$ cat src/rtl/project_switch_sequencer_if.sv
// rtl/project_switch_sequencer_if.sv - request/pad-control bundle between register decode and the switch sequencer
//
// Purpose: groups the switch request handshake together with the IO-mux and reset
// controls that the sequencer produces.
// Ports (signals):
//   req_valid / req_ready      request handshake (master -> sequencer / sequencer -> master)
//   req_project [7:0]          requested project id
//   req_oeb [IO_PADS-1:0]      oeb map applied when the switch completes
//   active_project [7:0]       io mux select
//   io_oeb [IO_PADS-1:0]       pad output enables, active low
//   project_rst [NUM_PROJECTS] per-project reset, active high
//   busy / done / err          status
interface project_switch_sequencer_if #(
  parameter int NUM_PROJECTS = 8,
  parameter int IO_PADS      = 38
);
  logic                    req_valid;
  logic                    req_ready;
  logic [7:0]              req_project;
  logic [IO_PADS-1:0]      req_oeb;
  logic [7:0]              active_project;
  logic [IO_PADS-1:0]      io_oeb;
  logic [NUM_PROJECTS-1:0] project_rst;
  logic                    busy;
  logic                    done;
  logic                    err;

  modport master (
    output req_valid, req_project, req_oeb,
    input  req_ready, active_project, io_oeb, project_rst, busy, done, err
  );

  modport slave (
    input  req_valid, req_project, req_oeb,
    output req_ready, active_project, io_oeb, project_rst, busy, done, err
  );
endinterface

$ cat src/rtl/project_switch_sequencer.sv
// rtl/project_switch_sequencer.sv - safe hand-over of the shared user IO pads between projects
//
// Purpose: on an accepted request, tristates all pads, holds every project in reset,
// changes the mux select, holds the new project in reset for a settle period, then
// releases it and applies the requested oeb map.
// Ports:
//   clk      system (wishbone) clock
//   reset_n  asynchronous active-low reset
//   bus      project_switch_sequencer_if.slave (request handshake, mux select,
//            io_oeb, project_rst, busy/done/err)
module project_switch_sequencer #(
  parameter int NUM_PROJECTS = 8,
  parameter int IO_PADS      = 38,
  parameter int DRAIN_CYCLES = 4,
  parameter int HOLD_CYCLES  = 8
) (
  input  logic                       clk,
  input  logic                       reset_n,
  project_switch_sequencer_if.slave  bus
);

  typedef enum logic [1:0] {
    S_IDLE     = 2'd0,
    S_TRISTATE = 2'd1,
    S_SWAP     = 2'd2,
    S_HOLD     = 2'd3
  } state_t;

  localparam int MAX_CYCLES = (DRAIN_CYCLES > HOLD_CYCLES) ? DRAIN_CYCLES : HOLD_CYCLES;
  localparam int CNT_W      = $clog2(MAX_CYCLES + 1);

  // Counters load "cycles - 1" and the state exits on the cycle the count reads zero,
  // so a phase of N cycles spends exactly N cycles in its state.
  localparam logic [CNT_W-1:0] DRAIN_LOAD = CNT_W'(DRAIN_CYCLES - 1);
  localparam logic [CNT_W-1:0] HOLD_LOAD  = CNT_W'(HOLD_CYCLES - 1);
  localparam logic [8:0]       ID_LIMIT   = 9'(NUM_PROJECTS);

  state_t               r_state;
  state_t               w_state_nxt;
  logic [CNT_W-1:0]     r_cnt;
  logic [CNT_W-1:0]     w_cnt_nxt;
  logic [7:0]           r_target_project;
  logic [7:0]           w_target_project_nxt;
  logic [IO_PADS-1:0]   r_target_oeb;
  logic [IO_PADS-1:0]   w_target_oeb_nxt;
  logic [7:0]           r_active_project;
  logic [7:0]           w_active_project_nxt;
  logic [IO_PADS-1:0]   r_io_oeb;
  logic [IO_PADS-1:0]   w_io_oeb_nxt;
  logic                 r_live;
  logic                 w_live_nxt;
  logic                 r_busy;
  logic                 w_busy_nxt;
  logic                 r_done;
  logic                 w_done_nxt;
  logic                 r_err;
  logic                 w_err_nxt;

  logic                 w_accept;
  logic                 w_req_invalid;
  logic [NUM_PROJECTS-1:0] w_project_rst;

  assign w_accept      = bus.req_valid && (r_state == S_IDLE);
  assign w_req_invalid = ({1'b0, bus.req_project} >= ID_LIMIT);

  // State register, together with the datapath registers it sequences.
  always_ff @(posedge clk or negedge reset_n) begin
    if (!reset_n) begin
      r_state          <= S_IDLE;
      r_cnt            <= '0;
      r_target_project <= '0;
      r_target_oeb     <= '0;
      r_active_project <= '0;
      r_io_oeb         <= '1;
      r_live           <= 1'b0;
      r_busy           <= 1'b0;
      r_done           <= 1'b0;
      r_err            <= 1'b0;
    end else begin
      r_state          <= w_state_nxt;
      r_cnt            <= w_cnt_nxt;
      r_target_project <= w_target_project_nxt;
      r_target_oeb     <= w_target_oeb_nxt;
      r_active_project <= w_active_project_nxt;
      r_io_oeb         <= w_io_oeb_nxt;
      r_live           <= w_live_nxt;
      r_busy           <= w_busy_nxt;
      r_done           <= w_done_nxt;
      r_err            <= w_err_nxt;
    end
  end

  // Next-state logic.
  always_comb begin
    w_state_nxt = r_state;
    case (r_state)
      S_IDLE:     if (w_accept && !w_req_invalid) w_state_nxt = S_TRISTATE;
      S_TRISTATE: if (r_cnt == '0) w_state_nxt = S_SWAP;
      S_SWAP:     w_state_nxt = S_HOLD;
      S_HOLD:     if (r_cnt == '0) w_state_nxt = S_IDLE;
      default:    w_state_nxt = S_IDLE;
    endcase
  end

  // Output / datapath logic. Pads go all-ones on the accept edge and stay there until
  // the HOLD exit edge, so the select change in SWAP always happens with pads tristated.
  always_comb begin
    w_cnt_nxt            = r_cnt;
    w_target_project_nxt = r_target_project;
    w_target_oeb_nxt     = r_target_oeb;
    w_active_project_nxt = r_active_project;
    w_io_oeb_nxt         = r_io_oeb;
    w_live_nxt           = r_live;
    w_busy_nxt           = r_busy;
    w_done_nxt           = 1'b0;
    w_err_nxt            = 1'b0;
    case (r_state)
      S_IDLE: begin
        if (w_accept) begin
          if (w_req_invalid) begin
            w_err_nxt = 1'b1;
          end else begin
            w_target_project_nxt = bus.req_project;
            w_target_oeb_nxt     = bus.req_oeb;
            w_io_oeb_nxt         = '1;
            w_live_nxt           = 1'b0;
            w_busy_nxt           = 1'b1;
            w_cnt_nxt            = DRAIN_LOAD;
          end
        end
      end
      S_TRISTATE: begin
        w_cnt_nxt = (r_cnt == '0) ? '0 : r_cnt - 1'b1;
      end
      S_SWAP: begin
        w_active_project_nxt = r_target_project;
        w_cnt_nxt            = HOLD_LOAD;
      end
      S_HOLD: begin
        if (r_cnt == '0) begin
          w_io_oeb_nxt = r_target_oeb;
          w_live_nxt   = 1'b1;
          w_busy_nxt   = 1'b0;
          w_done_nxt   = 1'b1;
        end else begin
          w_cnt_nxt = r_cnt - 1'b1;
        end
      end
      default: begin
        w_cnt_nxt = '0;
      end
    endcase
  end

  // Only the live, selected project is out of reset; derived purely from registers.
  always_comb begin
    w_project_rst = '1;
    for (int i = 0; i < NUM_PROJECTS; i++) begin
      if (r_live && (r_active_project == 8'(i))) w_project_rst[i] = 1'b0;
    end
  end

  assign bus.req_ready      = (r_state == S_IDLE);
  assign bus.active_project = r_active_project;
  assign bus.io_oeb         = r_io_oeb;
  assign bus.project_rst    = w_project_rst;
  assign bus.busy           = r_busy;
  assign bus.done           = r_done;
  assign bus.err            = r_err;

endmodule

$ cat src/flat_wrapper.sv
// flat-port wrapper written by rule: the top's interface ports become plain ports
module project_switch_sequencer_flat 
#(
  parameter int NUM_PROJECTS = 8,
  parameter int IO_PADS      = 38,
  parameter int DRAIN_CYCLES = 4,
  parameter int HOLD_CYCLES  = 8
)
  (clk, reset_n, bus_req_valid, bus_req_project, bus_req_oeb, bus_req_ready, bus_active_project, bus_io_oeb, bus_project_rst, bus_busy, bus_done, bus_err);
  project_switch_sequencer_if #(.NUM_PROJECTS(NUM_PROJECTS), .IO_PADS(IO_PADS)) bus_i ();
  input  logic clk;
  input  logic reset_n;
  input wire logic [$bits(bus_i.req_valid)-1:0] bus_req_valid;
  input wire logic [$bits(bus_i.req_project)-1:0] bus_req_project;
  input wire logic [$bits(bus_i.req_oeb)-1:0] bus_req_oeb;
  output wire logic [$bits(bus_i.req_ready)-1:0] bus_req_ready;
  output wire logic [$bits(bus_i.active_project)-1:0] bus_active_project;
  output wire logic [$bits(bus_i.io_oeb)-1:0] bus_io_oeb;
  output wire logic [$bits(bus_i.project_rst)-1:0] bus_project_rst;
  output wire logic [$bits(bus_i.busy)-1:0] bus_busy;
  output wire logic [$bits(bus_i.done)-1:0] bus_done;
  output wire logic [$bits(bus_i.err)-1:0] bus_err;
  assign bus_i.req_valid = bus_req_valid;
  assign bus_i.req_project = bus_req_project;
  assign bus_i.req_oeb = bus_req_oeb;
  assign bus_req_ready = bus_i.req_ready;
  assign bus_active_project = bus_i.active_project;
  assign bus_io_oeb = bus_i.io_oeb;
  assign bus_project_rst = bus_i.project_rst;
  assign bus_busy = bus_i.busy;
  assign bus_done = bus_i.done;
  assign bus_err = bus_i.err;
  project_switch_sequencer #(.NUM_PROJECTS(NUM_PROJECTS), .IO_PADS(IO_PADS), .DRAIN_CYCLES(DRAIN_CYCLES), .HOLD_CYCLES(HOLD_CYCLES)) u_core (.clk(clk), .reset_n(reset_n), .bus(bus_i));
endmodule
$ cat config.mk
export PLATFORM = sky130hd
export DESIGN_NAME = project_switch_sequencer_flat
export DESIGN_NICKNAME = d
export VERILOG_FILES = /design/src/rtl/project_switch_sequencer_if.sv /design/src/rtl/project_switch_sequencer.sv /design/src/flat_wrapper.sv
export SDC_FILE = /design/constraint.sdc
export NUM_CORES = 1
export LEC_CHECK = 0
export BUFFER_PORTS_ARGS = -buffer_cell sky130_fd_sc_hd__buf_2
export CAP_MARGIN = 20
export CORE_MARGIN = 2
export CORE_UTILIZATION = 40
export CTS_CLUSTER_SIZE = 40
export DETAILED_ROUTE_END_ITERATION = 16
export PLACE_DENSITY = 0.66
export SLEW_MARGIN = 10
export SYNTH_ARGS = -nofsm -noshare
export SYNTH_HDL_FRONTEND = slang
export SYNTH_SLANG_ARGS = --single-unit
$ cat constraint.sdc
create_clock -name clk -period 1.8 [get_ports clk]
set_input_delay 0.36 -clock clk [delete_from_list [all_inputs] [get_ports clk]]
set_output_delay 0.36 -clock clk [all_outputs]
set_load 0.02 [all_outputs]
==> flow_metrics.env <==
export IMPL_htree_num_levels=3
export IMPL_wirelength_mm=8.35
export IMPL_cts_tree="done"
export IMPL_synth_seq_cells=102
export IMPL_fin_cells=544
export IMPL_grt_max_degree=35
export IMPL_diodes=0
export IMPL_crit_path_end_kind="output port"
export IMPL_async_flop_share_pct=100
export IMPL_worstMarginPinSlew_ns=0.484
export IMPL_portBuffers=106
export IMPL_fin_setup_tns_ns=-1.45
export IMPL_grt_ovfl_total=0
export IMPL_cts_buffer_depth=2
export IMPL_finalHoldViolCount=0
export IMPL_yosysWarningCount=0
export IMPL_vdd_drop_max_mv=0.870
export IMPL_cts_root_buf="clkbuf_8"
export IMPL_drive_above_1_share_pct=63.3
export IMPL_cts_sinks=102
export IMPL_start_util_pct=41.2
export IMPL_period_needed_ns=2.01
export IMPL_crit_reg2reg_launch="u_core.r_state[0]$_DFFE_PN0P_"
export IMPL_rows=36
export IMPL_max_freq_mhz=497
export IMPL_netlist_area_um2=4030
export IMPL_first_global_vias=2767
export IMPL_ioPinCount=107
export IMPL_p_leak_nw=2.49
export IMPL_area_growth_pct=32.3
export IMPL_drt_vias_per_instance=4.95
export IMPL_total_power_mw=8.47
export IMPL_cp_max_fo=4
export IMPL_cts_buffers=9
export IMPL_start_kind="flip-flop"
export IMPL_violations="negative setup slack"
export IMPL_fin_ws_ns=-0.212
export IMPL_gp_congestion=0.820
export IMPL_layout_nets=461
export IMPL_clkTransAtPathRegs_ns=0.11
export IMPL_drtIter0Drc=88
export IMPL_grt_pass1_wl_mm=13.8
export IMPL_die_area_um2=10900
export IMPL_chipWidth_um=104
export IMPL_power_density_nw_per_um2=1590
export IMPL_dp_hpwl_mm=5.77
export IMPL_placed_cells=520
export IMPL_clkLatencyLatePin_ns=0.36
export IMPL_die_y_um=104
export IMPL_ant_nets=0
export IMPL_r2r_setup_slack_ns=0.10
export IMPL_cp_slowest_cell="dfrtp_1"
export IMPL_vias=2694
export IMPL_finalCritPeriodShare_pct=112
export IMPL_critPathTopFamily="simple AND/OR/NAND/NOR gates"
export IMPL_drc=0
export IMPL_fillCellCount=874
export IMPL_relSlewSlack_pct=67.7
export IMPL_path_class="reg2out"
export IMPL_rsz0062_at_grt="yes"
export IMPL_r2r_cells=7
export IMPL_hold_class="in2reg"
export IMPL_synth_fp_nets=327
export IMPL_status="complete, but fails checks"
export IMPL_critPathRequiredTime_ns=1.44
export IMPL_crit_cells=4
export IMPL_r2r_end="u_core.r_target_oeb[20]$_DFFE_PN0P_"
export IMPL_syn_instance_count=272
export IMPL_antenna_found_initial=0
export IMPL_critPathArrivalTime_ns=1.65
export IMPL_crit_path_end="bus_project_rst[3]"
export IMPL_ys_seq_area_share_pct=64.6
export IMPL_synth_edff_count=0
export IMPL_worstPathCellList="nor4_4 > nor4b_4 > nand3_1 > buf_2"
export IMPL_maxCapViolCount=0
export IMPL_synth_main_ff_cell="dfrtp_1"
export IMPL_drtPass1Iterations=4
export IMPL_critical_path_buf_inv_count=1
export IMPL_setup_violations=8
export IMPL_skew_ns=0.0158
export IMPL_synth_cell_types=32
export IMPL_cp_startpoint="u_core.bus.active_project[6]$_DFFE_PN0P_"
export IMPL_grt_usage_pct=15.8
export IMPL_core_area_um2=9770
export IMPL_final_util_pct=54.5
export IMPL_syn_area_per_cell_um2=14.8
export IMPL_slowest_delay_ns=0.42
export IMPL_slew_violations=0
export IMPL_wl_per_cell_um=15.3
==> what timing repair did <==
action                                  4_1_cts  5_1_grt
pin swaps                                     7        4
endpoints found under the setup margin       18       92
gates cloned                                  1        1
hold buffers                                  1        0
buffers inserted                              1        4
resized for setup                            16       16
endpoints found under the hold margin        21        0
==> synthesized netlist by cell type, types with 4 or more instances <==
cell / number / area, µm²
buf_2: 4 / 20.0
buf_6: 4 / 45.0
clkbuf_1: 5 / 18.8
dfrtp_1: 64 / 1600
dfstp_2: 38 / 998
ha_1: 6 / 75.1
inv_1: 5 / 18.8
mux2_2: 49 / 552
nand2_1: 9 / 33.8
nor2_1: 7 / 26.3
nor2b_1: 7 / 43.8
o21ai_0: 7 / 35.0
o22a_1: 38 / 333
==> worst reg2reg max path, delay by kind of cell (launching register included) <==
family                   cells  cell delay, ns
adder cells (fa/ha/maj)      1            0.14
buffers and inverters        3            0.36
multiplexers                 1            0.36
AND/OR/NAND/NOR              2            0.34
flip-flops                   1            0.40
==> where the power goes <==
part,internal (mW),switching (mW),total [mW],leakage (nW)
Sequential,3.29,0.405,3.70,1.26
Combinational,1.63,1.80,3.42,1.14
Clock,0.535,0.817,1.35,0.0903
Total,5.46,3.02,8.47,2.49
==> registers in the layout, summed over array words and instances (netlist names) <==
name	count
u_core.bus.busy	1
u_core.r_cnt	4
u_core.r_state	2
u_core.bus.done	1
u_core.r_live	1
u_core.bus.io_oeb	38
u_core.r_target_project	8
u_core.r_target_oeb	38
u_core.bus.err	1
u_core.bus.active_project	8
==> layer usage <==
| layer | part of all wire (%) | vias up | GRT usage, % |
|---|---|---|---|
| met5 | 0 | - | 0 |
| met4 | 0.98 | 0 | 4.92 |
| met3 | 6.0 | 8 | 4.76 |
| met2 | 50 | 75 | 25.7 |
| met1 | 43 | 1349 | 20.1 |
| li1 | - | 1262 | - |
==> cell families after synthesis <==
group                    after synthesis  share of synthesized area [%]
multiplexers                          54                           15.0
AND/OR/NAND/NOR                       40                           5.72
buffers and inverters                 18                           2.55
AO/OA/AOI/OAI                         52                           10.3
flip-flops                           102                           64.6
adder cells (fa/ha/maj)                6                           1.86
==> how the worst min path moves through the flow <==
stage                    start                                        to  slack (ns)  depth (start not counted)
6_report       bus_req_oeb[18]       u_core.r_target_oeb[18]$_DFFE_PN0P_        0.23                          2
5_1_grt        bus_req_oeb[16]       u_core.r_target_oeb[16]$_DFFE_PN0P_        0.20                          2
4_1_cts        bus_req_oeb[18]       u_core.r_target_oeb[18]$_DFFE_PN0P_        0.21                          2
3_5_place_dp           reset_n       u_core.r_target_oeb[15]$_DFFE_PN0P_        0.35                          1
3_3_place_gp           reset_n       u_core.r_target_oeb[15]$_DFFE_PN0P_        0.34                          1
2_1_floorplan          reset_n  u_core.bus.active_project[0]$_DFFE_PN0P_        0.06                          0
==> metrics by stage <==
stage,setup WS (ns),instance area (µm²),hold WS [ns]
CTS,-0.266,5220,0.206
floorplan,-0.172,4060,0.0644
global placement,-0.230,4930,0.343
finish,-0.212,5330,0.228
detailed placement,-0.259,4930,0.349
global route,-0.325,5330,0.203
==> layout by cell type (no fill, tap or decap), types with 7 or more instances in the layout <==
cell / n
mux2_2: 47
buf_2: 100
dfstp_2: 38
buf_4: 18
buf_6: 8
buf_12: 7
o22a_1: 38
dfrtp_1: 64
clkbuf_8: 9
nor2b_1: 7
==> final cells by class <==
cell class	instances	area, µm²	share of cell area (%)
Clock buffer	9	124	2.32
Sequential cell	102	2600	48.8
Timing Repair Buffer	136	928	17.4
Multi-Input combinational cell	152	1430	26.8
Tap cell	133	166	3.12
Inverter	5	18.8	0.352
Clock inverter	7	63.8	1.20
No activity file was read; power rests on OpenSTA's default activity.
